### src/rtl/fifo_wr_arbiter_pkg.sv
// Shared types and default sizing for the FIFO write-port arbiter.
package fifo_wr_arbiter_pkg;

  localparam int unsigned DEF_DSIZE     = 8;
  localparam int unsigned DEF_NREQ      = 4;
  localparam int unsigned DEF_MAX_BURST = 4;

  typedef enum logic {
    ST_IDLE  = 1'b0,
    ST_BURST = 1'b1
  } state_e;

endpackage

### src/rtl/fifo_wr_arbiter_rr_pick.sv
// Combinational round-robin pick: first asserted request at or after rr_ptr_i.
module rr_pick
  import fifo_wr_arbiter_pkg::*;
#(
  parameter  int unsigned NREQ = DEF_NREQ,
  localparam int unsigned IDXW = (NREQ > 1) ? $clog2(NREQ) : 1
) (
  input  logic [NREQ-1:0] req_i,
  input  logic [IDXW-1:0] rr_ptr_i,
  output logic [NREQ-1:0] winner_o,
  output logic [IDXW-1:0] winner_idx_o,
  output logic            any_o
);

  // Scan from the farthest offset down so the nearest hit to rr_ptr_i wins.
  always_comb begin
    int            idx;
    logic [IDXW-1:0] sel;
    winner_o     = '0;
    winner_idx_o = '0;
    any_o        = 1'b0;
    idx          = 0;
    sel          = '0;
    for (int k = int'(NREQ) - 1; k >= 0; k--) begin
      idx = int'(rr_ptr_i) + k;
      if (idx >= int'(NREQ)) idx = idx - int'(NREQ);
      sel = IDXW'(idx);
      if (req_i[sel]) begin
        winner_o      = '0;
        winner_o[sel] = 1'b1;
        winner_idx_o  = sel;
        any_o         = 1'b1;
      end
    end
  end

endmodule

### src/rtl/fifo_wr_arbiter.sv
// Round-robin burst arbiter feeding a single FIFO write port from NREQ requesters.
module fifo_wr_arbiter
  import fifo_wr_arbiter_pkg::*;
#(
  parameter  int unsigned DSIZE     = DEF_DSIZE,
  parameter  int unsigned NREQ      = DEF_NREQ,
  parameter  int unsigned MAX_BURST = DEF_MAX_BURST,
  localparam int unsigned IDXW      = $clog2(NREQ)
) (
  input  logic                  wr_clk,
  input  logic                  wr_rst,
  input  logic [NREQ-1:0]       req,
  input  logic [NREQ*DSIZE-1:0] req_data,
  input  logic [NREQ-1:0]       req_last,
  output logic [NREQ-1:0]       gnt,
  input  logic                  fifo_full,
  output logic                  fifo_wr_en,
  output logic [DSIZE-1:0]      fifo_wr_data,
  output logic                  busy
);

  localparam int unsigned CNTW = $clog2(MAX_BURST) + 1;

  state_e            state_q, state_d;
  logic [IDXW-1:0]   owner_q, owner_d;
  logic [NREQ-1:0]   owner_oh_q, owner_oh_d;
  logic [IDXW-1:0]   rr_ptr_q, rr_ptr_d;
  logic [CNTW-1:0]   beat_cnt_q, beat_cnt_d;

  logic [NREQ-1:0]   pick_oh;
  logic [IDXW-1:0]   pick_idx;
  logic              pick_any;
  logic [IDXW-1:0]   next_ptr;
  logic [CNTW-1:0]   cnt_inc;
  logic              own_req;
  logic              own_last;
  logic [DSIZE-1:0]  beat_data [NREQ];

  for (genvar i = 0; i < int'(NREQ); i++) begin : g_slice
    assign beat_data[i] = req_data[i*DSIZE +: DSIZE];
  end

  rr_pick #(
    .NREQ(NREQ)
  ) u_rr_pick (
    .req_i        (req),
    .rr_ptr_i     (rr_ptr_q),
    .winner_o     (pick_oh),
    .winner_idx_o (pick_idx),
    .any_o        (pick_any)
  );

  assign next_ptr = (owner_q == IDXW'(NREQ - 1)) ? '0 : owner_q + IDXW'(1);
  assign cnt_inc  = beat_cnt_q + CNTW'(1);
  assign own_req  = |(req & owner_oh_q);
  assign own_last = |(req_last & owner_oh_q);
  assign busy     = (state_q == ST_BURST);

  // Next-state and combinational write-port drive; reset suppresses any write.
  always_comb begin
    state_d      = state_q;
    owner_d      = owner_q;
    owner_oh_d   = owner_oh_q;
    rr_ptr_d     = rr_ptr_q;
    beat_cnt_d   = beat_cnt_q;
    gnt          = '0;
    fifo_wr_en   = 1'b0;
    fifo_wr_data = '0;
    case (state_q)
      ST_IDLE: begin
        if (pick_any) begin
          state_d    = ST_BURST;
          owner_d    = pick_idx;
          owner_oh_d = pick_oh;
          beat_cnt_d = '0;
        end
      end
      ST_BURST: begin
        if (!own_req) begin
          state_d  = ST_IDLE;
          rr_ptr_d = next_ptr;
        end else if (!fifo_full && !wr_rst) begin
          gnt          = owner_oh_q;
          fifo_wr_en   = 1'b1;
          fifo_wr_data = beat_data[owner_q];
          beat_cnt_d   = cnt_inc;
          if (own_last || (cnt_inc == CNTW'(MAX_BURST))) begin
            state_d  = ST_IDLE;
            rr_ptr_d = next_ptr;
          end
        end
      end
    endcase
  end

  always_ff @(posedge wr_clk) begin
    if (wr_rst) begin
      state_q    <= ST_IDLE;
      owner_q    <= '0;
      owner_oh_q <= NREQ'(1);
      rr_ptr_q   <= '0;
      beat_cnt_q <= '0;
    end else begin
      state_q    <= state_d;
      owner_q    <= owner_d;
      owner_oh_q <= owner_oh_d;
      rr_ptr_q   <= rr_ptr_d;
      beat_cnt_q <= beat_cnt_d;
    end
  end

endmodule

### config.mk
export PLATFORM = sky130hd
export DESIGN_NAME = fifo_wr_arbiter
export DESIGN_NICKNAME = d
export VERILOG_FILES = /design/src/rtl/fifo_wr_arbiter_pkg.sv /design/src/rtl/fifo_wr_arbiter_rr_pick.sv /design/src/rtl/fifo_wr_arbiter.sv
export SDC_FILE = /design/constraint.sdc
export NUM_CORES = 1
export LEC_CHECK = 0
export ABC_AREA = 1
export ABC_CLOCK_PERIOD_IN_PS = 2500
export CORE_MARGIN = 2
export CORE_UTILIZATION = 35
export DETAILED_ROUTE_END_ITERATION = 8
export PLACE_DENSITY = 0.78
export RECOVER_POWER = 100
export SLEW_MARGIN = 15
export SYNTH_ARGS = -nofsm -noshare
export SYNTH_HDL_FRONTEND = slang
export SYNTH_SLANG_ARGS = --single-unit
### constraint.sdc
create_clock -name wr_clk -period 2.5 [get_ports wr_clk]
set_clock_uncertainty 0.2 [all_clocks]
set_input_delay 0.5 -clock wr_clk [delete_from_list [all_inputs] [get_ports wr_clk]]
set_output_delay 0.5 -clock wr_clk [all_outputs]
set_load 0.05 [all_outputs]
Word level (Yosys, flattened, before mapping)
Index checks and enable logic that the tools add are counted.

Bitwise logic cells: 4. Reduce and logical (&&, ||, !) cells: 13. Eq/ne operators: 7. Muxes and demuxes: 57. Order comparisons: 13. $add $sub $neg: 9.

Operators by type and width (count): $mux 8 (5); $mux 4 (7); $mux 2 (12); $mux 1 (19); $bmux 8 s2 (1); $ge 3x3->1 const B (4); $lt 2x3->1 const B (4); $mux 3 (3); $and 4x4->4 (2); $bmux 1 s2 (4); $demux 1 s2 (4); $ge 2x1->1 const B (4); $ne 2x1->1 const B (4); $reduce_or 4->1 (2); $sub 2x1->2 const B (4); $add 2x2->3 const B (2); $pmux 3 s2 (1); $reduce_and 3->1 (2); $logic_and 1x1->1 (5); $add 2x1->3 const B (1); $add 3x1->3 const B (1); $eq 3x3->1 const B (1); $ge 2x3->1 const B (1); $not 2->3 (1); 8 further kinds (9).

Output and inout bits: 14. Bits of input ports: 43. Word-level logic and storage cells: 108. Register bits: 12.

Longest topological paths before layout
Gate-level depths: netlist of run 1.

Depth after elaboration: 11. Gate-level depth with buffers: 13. Depth with buffers taken out: 12.

Hierarchy
Synthesis of run 1 repeated with hierarchy kept, for this count alone.

Cells, all modules: 242. Area, all modules: 1433.9 µm².

Modules (own cells, without submodules): fifo_wr_arbiter (cells an instance 154, area an instance 942.2 µm², seq. area each 240.2 µm², times used 1); rr_pick (cells an instance 88, area an instance 491.7 µm², seq. area each 0.0 µm², times used 1).

Least setup slack after synthesis of run 1
No wires, ideal clock.

Path type: register to output. From: register state_q, in the netlist busy. To: output port fifo_wr_data[1]. Data arrival time: 2482 ps. Required time: 1800 ps. Buffers on the path: 1. Path slack: -682 ps. Stages on the path, launching flop included: 6. Cell sequence: dfxtp_1 > nand2_1 > nor2_2 > inv_2 > buf_2 > a21oi_1.

Cells in the longest elaborated chain, start to end: 1.

RTL lines: start, declared (RTL line fifo_wr_arbiter.sv:24) `state_e state_q, state_d;`; start signal, assigned (RTL line fifo_wr_arbiter.sv:104) `state_q <= state_d;`; $mux 8 (RTL line fifo_wr_arbiter.sv:69) `case (state_q)`; end, declared (RTL line fifo_wr_arbiter.sv:18) `output logic [DSIZE-1:0] fifo_wr_data,`.

No other way between the ends.

Worst setup path after layout of run 1
From: input port fifo_full. To: output port fifo_wr_data[3].

Cells in the longest elaborated chain, start to end: 5.

RTL lines: start, declared (RTL line fifo_wr_arbiter.sv:16) `input logic fifo_full,`; $logic_not 1->1 (RTL line fifo_wr_arbiter.sv:82) `end else if (!fifo_full && !wr_rst) begin`; $logic_and 1x1->1 (RTL line fifo_wr_arbiter.sv:82); $mux 8 (RTL line fifo_wr_arbiter.sv:82); $mux 8 (RTL line fifo_wr_arbiter.sv:79) `if (!own_req) begin`; $mux 8 (RTL line fifo_wr_arbiter.sv:69).

No other way between the ends.

==> results of run 1 <==
[cell usage in the layout, fill, tap and decap left out, drive strengths merged]
cell	Yosys	routed
clkdlybuf4s50	0	36
or2	1	1
dfxtp	12	12
nand2	43	43
o22ai	2	2
buf	5	31
clkbuf	3	4
xor2	1	1
dlygate4sd3	0	2
nand3	23	23
a21oi	23	23
nor2	58	58
ha	11	11
nand4	1	1
a22o	2	2
dlygate4sd2	0	5
o21ai	19	19
inv	26	26
[through the flow]
| step | setup TNS [ns] | hold slack [ns] | std cells | instance area, sq um |
|---|---|---|---|---|
| global route | 0 | 0.329 | 350 | 2480 |
| CTS | 0 | 0.291 | 349 | 2500 |
| finish | 0 | 0.288 | 350 | 2480 |
| floorplan | 0 | 0.263 | 230 | 1560 |
| detailed placement | -1.34 | 0.282 | 342 | 2370 |
| global placement | -0.718 | 0.276 | 342 | 2370 |
[worst max-delay path, cell delays in order]
cell and delay [ns]:
clkdlybuf4s50_1 0.40, nor2_1 0.11, nand2_2 0.10, nor2_4 0.12, inv_4 0.07, buf_12 0.14
a21oi_4 0.13, buf_12 0.15
[cell families after synthesis]
group | synth area share
xor+xnor | 0.00607
buf+inv | 0.110
flops | 0.166
fa+ha+maj | 0.0953
compound gates | 0.185
simple gates | 0.438
[cell type report]
| type | count | area [sq um] |
|---|---|---|
| Fill cell | 365 | 1500 |
| Multi-Input combinational cell | 184 | 1160 |
| Timing Repair Buffer | 74 | 852 |
| Sequential cell | 12 | 241 |
| Inverter | 26 | 105 |
| Tap cell | 50 | 62.6 |
| Clock buffer | 4 | 55.1 |
[report_power, final]
part | total (mW) | switching (mW) | internal [mW] | leakage (nW)
sequential | 0.325 | 0.0653 | 0.259 | 0.0987
combinational | 1.65 | 1.04 | 0.610 | 0.940
clock | 0.214 | 0.0750 | 0.139 | 0.0288
total | 2.19 | 1.18 | 1.01 | 1.07
[synthesized netlist by cell type (all sizes together)]
cell type	instances
ha	11
or2	1
a21oi	23
xor2	1
a22o	2
clkbuf	3
o22ai	2
o21ai	19
buf	5
inv	26
nand2	43
dfxtp	12
nor2	58
nand3	23
nand4	1
[what timing repair did]
action / CTS / global route
endpoints found under the setup margin: 12 / 12
gates cloned: 1 / 0
setup buffers: 2 / 1
resized for setup: 17 / 0
hold buffers: 0 / 0
pin swaps: 5 / 2
[how the worst min path moves through the flow]
stage,startpoint,to,slack [ns]
after floorplan,owner_oh_q[0],owner_oh_q[0],0.26
after detailed placement,owner_oh_q[2],owner_oh_q[2],0.28
after CTS,owner_oh_q[2],owner_oh_q[2],0.29
after global routing,beat_cnt_q[1],beat_cnt_q[1],0.33
final,owner_oh_q[2],owner_oh_q[2],0.29
after global placement,beat_cnt_q[2],beat_cnt_q[2],0.28
[metal layers]
metal,up-vias,routed length [um],global-route usage
met2,64,2260,0.380
met3,6,447,0.0378
met4,0,45,0.0600
li1,882,-,-
met5,-,0,0
met1,797,1730,0.225
[flip-flops by register name, summed over array words and instances (netlist names)]
signal / flops
busy: 1
owner_oh_q: 4
owner_q: 2
beat_cnt_q: 3
rr_ptr_q: 2
==> results.cfg, run 1 <==
[outcome]
status = complete, no violations

[sta]
rsz0062_at_grt = no
finalCritPeriodShare = 0.975
worst_slew_pin_slew_ns = 0.500
setup_violations = 0
hold_viol = 0
max_slew_margin = 0.666
clock.fmax_mhz = 410
drv_slew = 0
min_period_ns = 2.44
worst_slack_ns = 0.0636

[floorplan]
start_util = 0.364
dieWidth_um = 68.2
row_count = 23
ioPinCount = 57
die_height_um = 68.2
core_sq_um = 3970
dieArea_sq_um = 4660

[final_layout]
layout-drive-gt1-share = 0.277
area_growth_pct = 71.5
final_net_count = 355
fin_util = 0.624
diodes = 0

[flow_run]
cap_violations = 0

[route]
dr_total_vias = 1749
avgViaCountPerCell = 5.00
initialDrtViolationCount = 59
wl_per_cell_um = 12.8
drc = 0
drt-total-wl_um = 4480
route.antenna.remaining_nets = 0
drtPass1Iterations = 5

[setup_path]
crit_fanout = 5
worstRegToRegCells = 11
cp.arrival_ns = 1.74
start_kind = input port
ff2ff_setup_slack_ns = 0.24
cp-startpoint = fifo_full
crit_path_end = fifo_wr_data[3]
reg2reg_to = owner_q[1]
r2r_start = rr_ptr_q[0]
worstPathRequired_ns = 1.80
endpoint_kind = output pin
critPathKind = in2out

[synth]
yosys.area.top_type = dfxtp_1
synth_nets = 284
syn_inst = 230
yosys_warnings = 0
ys_seq_area_frac = 0.166
synthesis.area_sq_um = 1440
ys_ff_latch = 12
syn_area_per_cell_sq_um = 6.28
yosysTopAreaCellShare = 0.166
yosys.cell_types.count = 29
yosys-top-cells-area = dfxtp_1, nor2_1, ha_1

[pwr]
power_density_nw_per_um2 = 884
p_leak_nw = 1.07
peakVddDrop_v = 0.000413
power_mw = 2.19

[grt]
grt_max_degree = 19
track_usage = 0.201
grt_antenna_before_repair = 0
grt_pass1_vias = 1673
grt_overflow = 0
grt_pass1_wl_um = 7220

[hold_path]
hold_depth = 2
hp-class = reg2reg

[place]
dpl_worst_slack_ns = -0.149
hpwl_um = 3550
place_congestion = 0.874
port_buffers = 56

[clock_tree]
cts_sinks = 12
cts_tree = built
cts.root.buffer_cell = clkbuf_8
h-tree-depth = 1
numCtsBuffers = 3
clk_pin_slew_worst_paths_ns = 0.06
clock_path_buffers = 2
clk_latency_ns = 0.24
(Power assumes the default switching activity.)
==> inputs of run 2 (changes only) <==
- GPL_ROUTABILITY_DRIVEN: unset -> 1
==> results of run 2 <==
No change in the layout: final DEF, timing and power equal those of run 1.
==> inputs of run 3 (changes only) <==
- ABC_AREA: 1 -> 0
- CTS_BUF_LIST: unset -> sky130_fd_sc_hd__clkbuf_16
==> run 3 against run 2 <==
Worst hold slack better by 0.013 ns. Sequential power is 23% lower. Highest routed layer unchanged. Clock power is 38% higher. Largest cell class unchanged. Power is 50% lower. Cell area is 0.20% lower. Combinational power is 67% lower. Sequential cell count stayed put. Synthesized area is 1.1% lower. Maximum frequency is 0.95% higher. First-iteration DRC count is 100% higher. Global-route usage is 0.10 points higher.
==> results.cfg, run 3 <==
[synth]
synth-edff-count = 0
ys_ff_latch = 12
yosysTopAreaCellShare = 0.168
async_flop_share = 0
yosys_warnings = 0
yosys-top-cells-area = dfxtp_1, mux4_2, ha_1
syn_area_per_cell_sq_um = 8.70
ys_seq_area_frac = 0.168
yosysMostFrequentCell = and2_1
synth_common_cells = and2_1, dfxtp_1, ha_1
synth_ff_type = dfxtp_1
yosys.cell_types.count = 44
yosys.area.top_type = dfxtp_1
syn_inst = 164
synth_nets = 218
synthesis.area_sq_um = 1430

[route]
wl_per_cell_um = 15.6
avgViaCountPerCell = 5.50
dr_total_vias = 1601
initialDrtViolationCount = 119
drc = 0
drtPass1Iterations = 4
drt-total-wl_um = 4530
route.antenna.remaining_nets = 0

[grt]
grt_overflow = 0
grt_antenna_before_repair = 0
grt_max_degree = 16
track_usage = 0.202
grt_pass1_wl_um = 7180
grt_pass1_vias = 1508

[pwr]
peakVddDrop_v = 0.000207
netSwitchingPower_mw = 0.374
swShare = 0.342
power_mw = 1.09
clock_power_share = 0.271
power_frac_seq = 0.228
power_density_nw_per_um2 = 442
power.internal_mw = 0.718
combPwrFrac = 0.501
p_leak_nw = 0.974

[floorplan]
die_height_um = 67.9
row_count = 23
dieArea_sq_um = 4610
start_util = 0.359
ioPinCount = 57
dieWidth_um = 67.9
core_sq_um = 3970

[clock_tree]
cts.root.buffer_cell = clkbuf_16
cts_sinks = 12
cts_tree = built
ctsHoldBuffers = 0
clock_path_buffers = 2
numCtsBuffers = 3
clk_latency_ns = 0.24
clk_pin_slew_worst_paths_ns = 0.04
h-tree-depth = 1

[final_layout]
most-common-layout-cells = clkdlybuf4s50_1, buf_4, buf_12
layout-drive-gt1-share = 0.315
register_area_sq_um = 241
final_net_count = 296
largest_reg_flops = 4
top_register = owner_oh_q
diodes = 0
nFillCells = 307
final_common_cell = clkdlybuf4s50_1
multi_input_area_sq_um = 1140
instances_no_fill = 291
area_growth_pct = 73.1
top_regs = owner_oh_q: 4 flops, beat_cnt_q: 3 flops
fin_util = 0.622

[setup_path]
crit_path_end = fifo_wr_data[3]
cp.arrival_ns = 1.71
worstPathRequired_ns = 1.80
start_kind = input port
cp-startpoint = fifo_full
endpoint_kind = output pin
worstRegToRegCells = 6
crit_fanout = 7
critPathKind = in2out
ff2ff_setup_slack_ns = 0.14
r2r_start = rr_ptr_q[0]
reg2reg_to = owner_oh_q[1]

[sta]
drv_slew = 0
rsz0062_at_grt = no
setup_violations = 0
finalCritPeriodShare = 0.965
min_period_ns = 2.41
worst_slew_pin_slew_ns = 0.495
hold_ws_ns = 0.302
hold_viol = 0
clock.fmax_mhz = 414
worst_slack_ns = 0.0865
max_slew_margin = 0.669

[place]
hpwl_um = 3340
dpl_worst_slack_ns = -0.222
place_congestion = 0.865
dp_cells = 282
port_buffers = 56

[hold_path]
hp-class = reg2reg
hp-start = beat_cnt_q[1]

[outcome]
status = complete, no violations

[flow_run]
cap_violations = 0
## run 3: changes by cell type after synthesis, sizes merged, moves of 6 or more
cell   delta
nor2     -51
nand2    -40
inv      -19
nand3    -19
a21oi    -16
and2     +15
mux4      +9
o21ai     -8
a31oi     +6
## run 3: worst max-delay path, stage by stage
cell and delay [ns]:
dlygate4sd2_1 0.25, nor3b_2 0.26, o21ai_2 0.11, inv_2 0.07
bufbuf_16 0.25, and2_4 0.14, buf_12 0.13
## run 3: power groups by stage
| stage | clock [mW] | sequential (mW) | combinational (mW) |
|---|---|---|---|
| finish | 0.296 | 0.249 | 0.547 |
| global route | 0.305 | 0.252 | 0.594 |
| CTS | 0.295 | 0.248 | 0.551 |
| detailed placement | 0 | 0.250 | 0.530 |
| global placement | 0 | 0.251 | 0.520 |
| floorplan | 0 | 0.248 | 0.311 |
## run 3: what timing repair did
| action | 4_1_cts | 5_1_grt |
|---|---|---|
| endpoints found under the setup margin | 13 | 13 |
| buffers inserted | 3 | 1 |
| endpoints found under the hold margin | 0 | 0 |
| pin swaps | 4 | 3 |
| gates cloned | 1 | 0 |
| gates resized for setup | 21 | 6 |
## run 3: stage by stage
| stage | cell area, sq um | setup TNS, ns |
|---|---|---|
| after global routing | 2470 | 0 |
| after detailed placement | 2340 | -2.96 |
| after global placement | 2340 | -2.18 |
| after floorplan | 1450 | -0.305 |
| final | 2470 | 0 |
| after CTS | 2500 | 0 |
## run 3: worst min path at each step
| stage | to | slack (ns) | cells past startpoint |
|---|---|---|---|
| 3_3_place_gp | beat_cnt_q[1] | 0.28 | 2 |
| 6_report | beat_cnt_q[1] | 0.30 | 2 |
| 3_5_place_dp | beat_cnt_q[1] | 0.29 | 2 |
| 5_1_grt | beat_cnt_q[1] | 0.31 | 2 |
| 4_1_cts | beat_cnt_q[1] | 0.30 | 2 |
| 2_1_floorplan | beat_cnt_q[1] | 0.27 | 2 |
## run 3: cell type report
| type | instances | area share |
|---|---|---|
| clock buffer | 3 | 0.0304 |
| clock inverter | 1 | 0.00152 |
| inverter | 8 | 0.0127 |
| multi-input combinational | 132 | 0.463 |
| sequential | 12 | 0.0977 |
| tap | 50 | 0.0253 |
| timing repair buffer | 85 | 0.370 |
## run 3: per-layer routing
| layer | global-route usage | share of wire | vias to the layer above |
|---|---|---|---|
| li1 | - | - | 794 |
| met1 | 0.260 | 0.45 | 747 |
| met2 | 0.354 | 0.48 | 53 |
| met3 | 0.0280 | 0.052 | 7 |
| met4 | 0.0525 | 0.011 | 0 |
| met5 | 0 | 0 | - |
## run 3: cells by family (layout without fill, tap and decap cells)
| logic type | Yosys count | count (layout) | share of synthesized area |
|---|---|---|---|
| AO/OA/AOI/OAI | 55 | 55 | 0.267 |
| flip-flops | 12 | 12 | 0.168 |
| XOR/XNOR | 1 | 1 | 0.00614 |
| multiplexers | 17 | 17 | 0.202 |
| AND/OR/NAND/NOR | 48 | 48 | 0.202 |
| adder cells (fa/ha/maj) | 11 | 11 | 0.0964 |
| buffers and inverters | 20 | 97 | 0.0570 |
